===== config.mk =====
export PLATFORM = sky130hd
export DESIGN_NAME = tap_ir_ctrl
export DESIGN_NICKNAME = d
export VERILOG_FILES = /design/src/rtl/tap_ir_ctrl.sv
export SDC_FILE = /design/constraint.sdc
export NUM_CORES = 1
export LEC_CHECK = 0
export BUFFER_PORTS_ARGS = -buffer_cell sky130_fd_sc_hd__buf_2
export CAP_MARGIN = 20
export CORE_MARGIN = 8
export CORE_UTILIZATION = 43
export CTS_CLUSTER_SIZE = 10
export DETAILED_ROUTE_END_ITERATION = 8
export GPL_TIMING_DRIVEN = 0
export MAX_ROUTING_LAYER = met4
export PLACE_DENSITY = 0.83
export SYNTH_ARGS = -nofsm -noshare
export SYNTH_HDL_FRONTEND = slang
export SYNTH_SLANG_ARGS = --single-unit
export TNS_END_PERCENT = 1

===== constraint.sdc =====
create_clock -name TCK -period 1.2 [get_ports TCK]
set_input_delay 0.12 -clock TCK [delete_from_list [all_inputs] [get_ports TCK]]
set_output_delay 0.12 -clock TCK [all_outputs]
set_load 0.01 [all_outputs]

===== src/rtl/tap_ir_ctrl.sv =====
// JTAG TAP controller with a 4-bit instruction register.
// Follows the IEEE 1149.1 TMS state machine, scans the IR from TDI and exposes the latched instruction and DR strobes.
module tap_ir_ctrl #(
  parameter int unsigned         IR_WIDTH    = 4,
  parameter logic [IR_WIDTH-1:0] RESET_INSTR = 4'h7,
  parameter logic [IR_WIDTH-1:0] IR_CAPTURE  = 4'b0001
) (
  input  logic                TCK,
  input  logic                RST,
  input  logic                TMS,
  input  logic                TDI,
  output logic [IR_WIDTH-1:0] LATCH_IR,
  output logic                IR_TDO,
  output logic [3:0]          TAP_STATE,
  output logic                TEST_LOGIC_RESET,
  output logic                CAPTURE_DR,
  output logic                SHIFT_DR,
  output logic                UPDATE_DR,
  output logic                SHIFT_IR,
  output logic                TDO_EN
);

  typedef enum logic [3:0] {
    TLR    = 4'hF,
    RTI    = 4'hC,
    SEL_DR = 4'h7,
    CAP_DR = 4'h6,
    SH_DR  = 4'h2,
    EX1_DR = 4'h1,
    PA_DR  = 4'h3,
    EX2_DR = 4'h0,
    UP_DR  = 4'h5,
    SEL_IR = 4'h4,
    CAP_IR = 4'hE,
    SH_IR  = 4'hA,
    EX1_IR = 4'h9,
    PA_IR  = 4'hB,
    EX2_IR = 4'h8,
    UP_IR  = 4'hD
  } tap_state_e;

  tap_state_e          r_state;
  logic [IR_WIDTH-1:0] r_ir_shift;
  logic [IR_WIDTH-1:0] r_latch_ir;

  // NOTE: every register here is assigned with <= so all updates on an edge
  // see the pre-edge state; blocking assignments would let the IR actions
  // below observe the already-advanced state.
  always_ff @(posedge TCK or posedge RST) begin
    if (RST) begin
      r_state    <= TLR;
      r_ir_shift <= '0;
      r_latch_ir <= RESET_INSTR;
    end else begin
      case (r_state)
        TLR:     r_state <= TMS ? TLR    : RTI;
        RTI:     r_state <= TMS ? SEL_DR : RTI;
        SEL_DR:  r_state <= TMS ? SEL_IR : CAP_DR;
        CAP_DR:  r_state <= TMS ? EX1_DR : SH_DR;
        SH_DR:   r_state <= TMS ? EX1_DR : SH_DR;
        EX1_DR:  r_state <= TMS ? UP_DR  : PA_DR;
        PA_DR:   r_state <= TMS ? EX2_DR : PA_DR;
        EX2_DR:  r_state <= TMS ? UP_DR  : SH_DR;
        UP_DR:   r_state <= TMS ? SEL_DR : RTI;
        SEL_IR:  r_state <= TMS ? TLR    : CAP_IR;
        CAP_IR:  r_state <= TMS ? EX1_IR : SH_IR;
        SH_IR:   r_state <= TMS ? EX1_IR : SH_IR;
        EX1_IR:  r_state <= TMS ? UP_IR  : PA_IR;
        PA_IR:   r_state <= TMS ? EX2_IR : PA_IR;
        EX2_IR:  r_state <= TMS ? UP_IR  : SH_IR;
        UP_IR:   r_state <= TMS ? SEL_DR : RTI;
        default: r_state <= TLR;
      endcase

      // The exit edge out of SH_IR still shifts, so W edges move W bits.
      if (r_state == CAP_IR) begin
        r_ir_shift <= IR_CAPTURE;
      end else if (r_state == SH_IR) begin
        r_ir_shift <= {TDI, r_ir_shift[IR_WIDTH-1:1]};
      end

      if (r_state == UP_IR) begin
        r_latch_ir <= r_ir_shift;
      end else if (r_state == TLR) begin
        r_latch_ir <= RESET_INSTR;
      end
    end
  end

  assign TAP_STATE        = r_state;
  assign LATCH_IR         = r_latch_ir;
  assign IR_TDO           = r_ir_shift[0];
  assign TEST_LOGIC_RESET = (r_state == TLR);
  assign CAPTURE_DR       = (r_state == CAP_DR);
  assign SHIFT_DR         = (r_state == SH_DR);
  assign UPDATE_DR        = (r_state == UP_DR);
  assign SHIFT_IR         = (r_state == SH_IR);
  assign TDO_EN           = SHIFT_DR | SHIFT_IR;

endmodule


### Yosys cells after proc, flatten, opt, wreduce, memory -nomap -nowiden

Index checks and enable logic that the tools add are counted.

| word-level totals | value |
|---|---|
| logic and storage cells | 42 |
| output and inout port bits | 15 |
| bits of input ports | 4 |
| register bits after elaboration | 12 |

| cells by class | value |
|---|---|
| equal/unequal tests | 15 |
| bitwise gates (word level) | 1 |
| multiplexer cells | 17 |
| reductions and logical operators | 6 |

Operators by type and width:

| operator | count |
|---|---|
| $pmux W4 S12 | 1 |
| $eq A4 B4 Y1 const B | 8 |
| $mux W4 | 5 |
| $eq A4 B3 Y1 const B | 4 |
| $mux W2 | 6 |
| $mux W3 | 4 |
| $eq A4 B2 Y1 const B | 2 |
| $eq A4 B1 Y1 const B | 1 |
| $logic_not A4 Y1 | 1 |
| $reduce_bool A2 Y1 | 2 |
| $reduce_or A2 Y1 | 2 |
| $reduce_or A3 Y1 | 1 |
| $mux W1 | 1 |
| $or A1 B1 Y1 | 1 |

### Depth between registers and ports, before layout

| logic depth | value |
|---|---|
| word-level depth | 3 |
| gate-level depth with buffers | 4 |
| mapped depth without buffers | 3 |

### Least setup slack after synthesis

Ideal clock, no wire load.

| timing path | value |
|---|---|
| path type | register to output |
| from | register r_state[2] (netlist: TAP_STATE[2]) |
| to | output UPDATE_DR |
| buffers on the path | 1 |
| data arrival time | 1261 ps |
| stages on the path, launching flop included | 4 |
| required time | 1080 ps |
| setup slack | -181 ps |
| path through | dfstp_2 -> buf_6 -> inv_1 -> nor4b_1 |

| between the ends | value |
|---|---|
| longest elaborated chain between the ends | 1 |

RTL lines:

| element | RTL line | RTL |
|---|---|---|
| start: declaration | 42 | `tap_state_e r_state;` |
| start signal: assignment | 56 | `TLR: r_state <= TMS ? TLR : RTI;` |
| start signal: assignment | 57 | `RTI: r_state <= TMS ? SEL_DR : RTI;` |
| start signal: assignment | 58 | `SEL_DR: r_state <= TMS ? SEL_IR : CAP_DR;` |
| $eq A4 B3 Y1 | 96 | `assign UPDATE_DR = (r_state == UP_DR);` |
| end: declaration | 18 | `output logic UPDATE_DR,` |

No other way between the ends.

### Final worst setup path

Ends and elaborated chain as after synthesis.

==> results.md <==
* Rows at 13
* Number of cells produced by synthesis at 67
* CP required at 1080 ps
* Switching part of the total power at 40.0%
* DRT iter0 DRCs at 13
* Overall die area at 0.00289 mm^2
* Drt via density at 5.06
* Number of CTS-inserted buffers at 3
* Run status: finished, violations left
* Post-detailed-placement half-perimeter wirelength at 1010 um
* Post-place setup slack at -183 ps
* Number of synthesis warnings at 0
* Slowest Stage Delay on Critical Path at 540 ps
* Antenna violations before repair at 0
* Number of H-tree levels at 1
* Maximum net fanout on the critical path at 4
* DRT Pass-1 Iters at 4
* Gate power share at 55.1%
* Residual DRC count at 0
* Horizontal die dimension at 53.8 um
* Setup repair after global routing missed its margin: yes
* Cell type group with the largest total delay on the critical path: flip-flops
* Cell at the root of the clock tree: sky130_fd_sc_hd__clkbuf_4
* Wire length of the first global-routing pass at 2420 um
* Arrival time worst endpoint at 1420 ps
* Core outline area at 0.00132 mm^2
* Setup TNS at -2630 ps
* Pin slew with the least headroom to its limit at 423 ps
* Clock-pin transition on the worst setup and hold timing paths at 80 ps
* Count of buffer and inverter cells on the critical path at 3
* Pins Over Slew Limit at 0
* Kind of capture point of the worst setup path: output port
* FFs w/ async S/R, synth at 100%
* Total power density per cell area at 2960 mW/mm^2
* Multiplexer area fraction after synthesis at 1.84%
* Net switching power at 0.994 mW
* Worst slew slack as a fraction of its limit at 71.8%
* Post-Route Skew at 9.83 ps
* Worst hold slack at 105 ps
* Combinational family with the most area after synthesis: simple AND/OR/NAND/NOR gates
* Total congestion overflow at 0
* Cell internal pwr at 1.49 mW
* Fraction of power consumed by sequential logic at 32.3%
* Final core utilization at 63.6%
* Fill cell count at 107
* Routed Wire Length at 1410 um
* Post-DP Area at 743 um^2
* Overall fraction of global-route tracks in use at 11.3%
* Mapped Nets at 71
* Chip height at 53.8 um
* Number of port buffers at 18
* Later-pin clock latency in the skew report at 270 ps
* Series of cell instances along the critical path: buf_6 > clkinvlp_4 > nor4b_2 > buf_2
* Initial core utilization at 46.5%
* Static leakage at 0.395 nW
* Via Count at 546
* Number of flops mapped to enable cells by yosys at 0
* Worst Path Class, Setup: reg -> out
* Final critical-path required period at 1540 ps
* Wire length per cell at 13.1 um
* Area growth, synth to finish at 36.7%
* Share of the yosys chip area belonging to registers at 50.4%
* Failing checks: setup timing
* #FFs+latches synth at 12
* Final hold violation count at 0
* IO Count at 19
* Peak supply drop at 1.51 mV
* Post-synthesis cell area at 613 um^2
* Final setup violation count at 12
* Area share of and/or/nand/nor cells after synthesis at 25.1%
* Number of global-route vias before repair at 550
* Proportion of power drawn by the clock network at 12.6%
* Final critical-path setup slack at -342 ps
* Final Non-Filler Cells at 108
* Path type of the worst min-delay path: in -> reg
* Layout cells sized above 1 at 49.5%
* Max-cap viol count at 0
* Number of inserted diodes at 0
* Total power after layout at 2.48 mW
* Design Area, Final at 838 um^2
* Fraction of the mapped netlist area in adder cells at 0%
* Period utilisation layout at 128%
* Per-instance average area after synthesis at 9.15 um^2
* Synthesized-area fraction occupied by ao, oa, aoi and oai cells at 14.1%
* Main flop type after synthesis: sky130_fd_sc_hd__dfstp_2
* Final weighted congestion in routability-driven placement at 0.890
* Synth cell types at 21
* Nets at 98
* Worst-path cell with the longest stage delay: sky130_fd_sc_hd__dfstp_2
* Inst Count DP at 100
* Max Freq at 0.649 GHz
* Xor/xnor share of the synthesized area at 0%
* Final ANT Viol Nets at 0
* Pin count of the biggest net entering global routing at 13
* CTS tree: yes
* Maximum clock insertion buffer count at 2
* Kind of launch point of the worst setup path: register
* TritonCTS sink count at 12
[state kept, by name, indices dropped and copies added, names as in the netlist]
signal,count
LATCH_IR,4
TAP_STATE,4
r_ir_shift,4
[cell type report]
class / instances / area (um^2) / share of cell area (%)
sequential: 12 / 309 / 36.9
multi-input combinational: 48 / 288 / 34.3
timing repair buffer: 22 / 126 / 15.1
buffer: 4 / 45.0 / 5.37
clock buffer: 4 / 36.3 / 4.33
tap: 15 / 18.8 / 2.24
inverter: 3 / 15.0 / 1.79
[power by group through the flow]
stage	clock network, mW	registers (mW)	logic, mW
4_1_cts	0.319	0.799	1.33
5_1_grt	0.341	0.830	1.51
3_5_place_dp	0	0.819	1.16
6_report	0.312	0.803	1.37
3_3_place_gp	0	0.811	1.13
2_1_floorplan	0	0.887	0.740
[cells by family (layout without fill, tap and decap cells)]
group	count (synthesis)	count (layout)
compound gates	15	15
flops	12	12
simple gates	32	32
mux	1	1
buf+inv	7	33
[cell usage after synthesis (2+ instances only)]
cell | count | area (um^2)
sky130_fd_sc_hd__buf_6 | 3 | 33.8
sky130_fd_sc_hd__nor3_1 | 2 | 10.0
sky130_fd_sc_hd__or2b_2 | 2 | 17.5
sky130_fd_sc_hd__inv_1 | 3 | 11.3
sky130_fd_sc_hd__dfrtp_1 | 5 | 125
sky130_fd_sc_hd__a21oi_1 | 2 | 10.0
sky130_fd_sc_hd__dfstp_2 | 7 | 184
sky130_fd_sc_hd__nand2_1 | 15 | 56.3
sky130_fd_sc_hd__o21ai_0 | 10 | 50.1
sky130_fd_sc_hd__nor2_1 | 7 | 26.3
[cells in the final DEF (no fill, tap or decap), types with 3 or more instances in the layout]
| master | count |
|---|---|
| sky130_fd_sc_hd__buf_2 | 18 |
| sky130_fd_sc_hd__nand2_1 | 15 |
| sky130_fd_sc_hd__dfstp_2 | 7 |
| sky130_fd_sc_hd__nor2_1 | 7 |
| sky130_fd_sc_hd__o21ai_0 | 6 |
| sky130_fd_sc_hd__dfrtp_1 | 5 |
| sky130_fd_sc_hd__buf_6 | 5 |
| sky130_fd_sc_hd__o21ai_1 | 4 |
| sky130_fd_sc_hd__clkbuf_4 | 3 |
[final timing paths]
check	startpoint	end	slack, ps	cells past startpoint
worst min-delay path	TMS	TAP_STATE[0]$_DFF_PP1_	110	2
min in group asynchronous	RST	r_ir_shift[2]$_DFFE_PP0N_	390	3
worst max register to register	TAP_STATE[2]$_DFF_PP1_	TAP_STATE[3]$_DFF_PP1_	-260	5
worst max-delay path	TAP_STATE[2]$_DFF_PP1_	UPDATE_DR	-340	4
worst min register to register	LATCH_IR[1]$_DFFE_PP1P_	LATCH_IR[1]$_DFFE_PP1P_	470	2
max in group asynchronous	RST	TAP_STATE[3]$_DFF_PP1_	470	3
[worst register-to-register path: stages (launching register included)]
cell                         delay (ps)
sky130_fd_sc_hd__dfstp_2            540
sky130_fd_sc_hd__buf_6              110
sky130_fd_sc_hd__clkinvlp_4         110
sky130_fd_sc_hd__buf_4              170
sky130_fd_sc_hd__nor2_1             110
sky130_fd_sc_hd__mux2_2             340
[routing by layer]
metal / vias to the layer above / wire (um) / track usage (%)
met5: - / 0 / -
met4: 0 / 6 / 1.26
met3: 2 / 99 / 4.96
met1: 249 / 555 / 12.2
li1: 277 / - / -
met2: 18 / 752 / 19.3
[repair_timing]
action	CTS	global route
pin swaps	9	0
endpoints found under the setup margin	15	18
gates cloned	0	0
gates resized for setup	5	5
hold endpoints to repair	5	0
hold buffers	1	0
buffers inserted	3	0
Power figures use the tool's default switching activity.
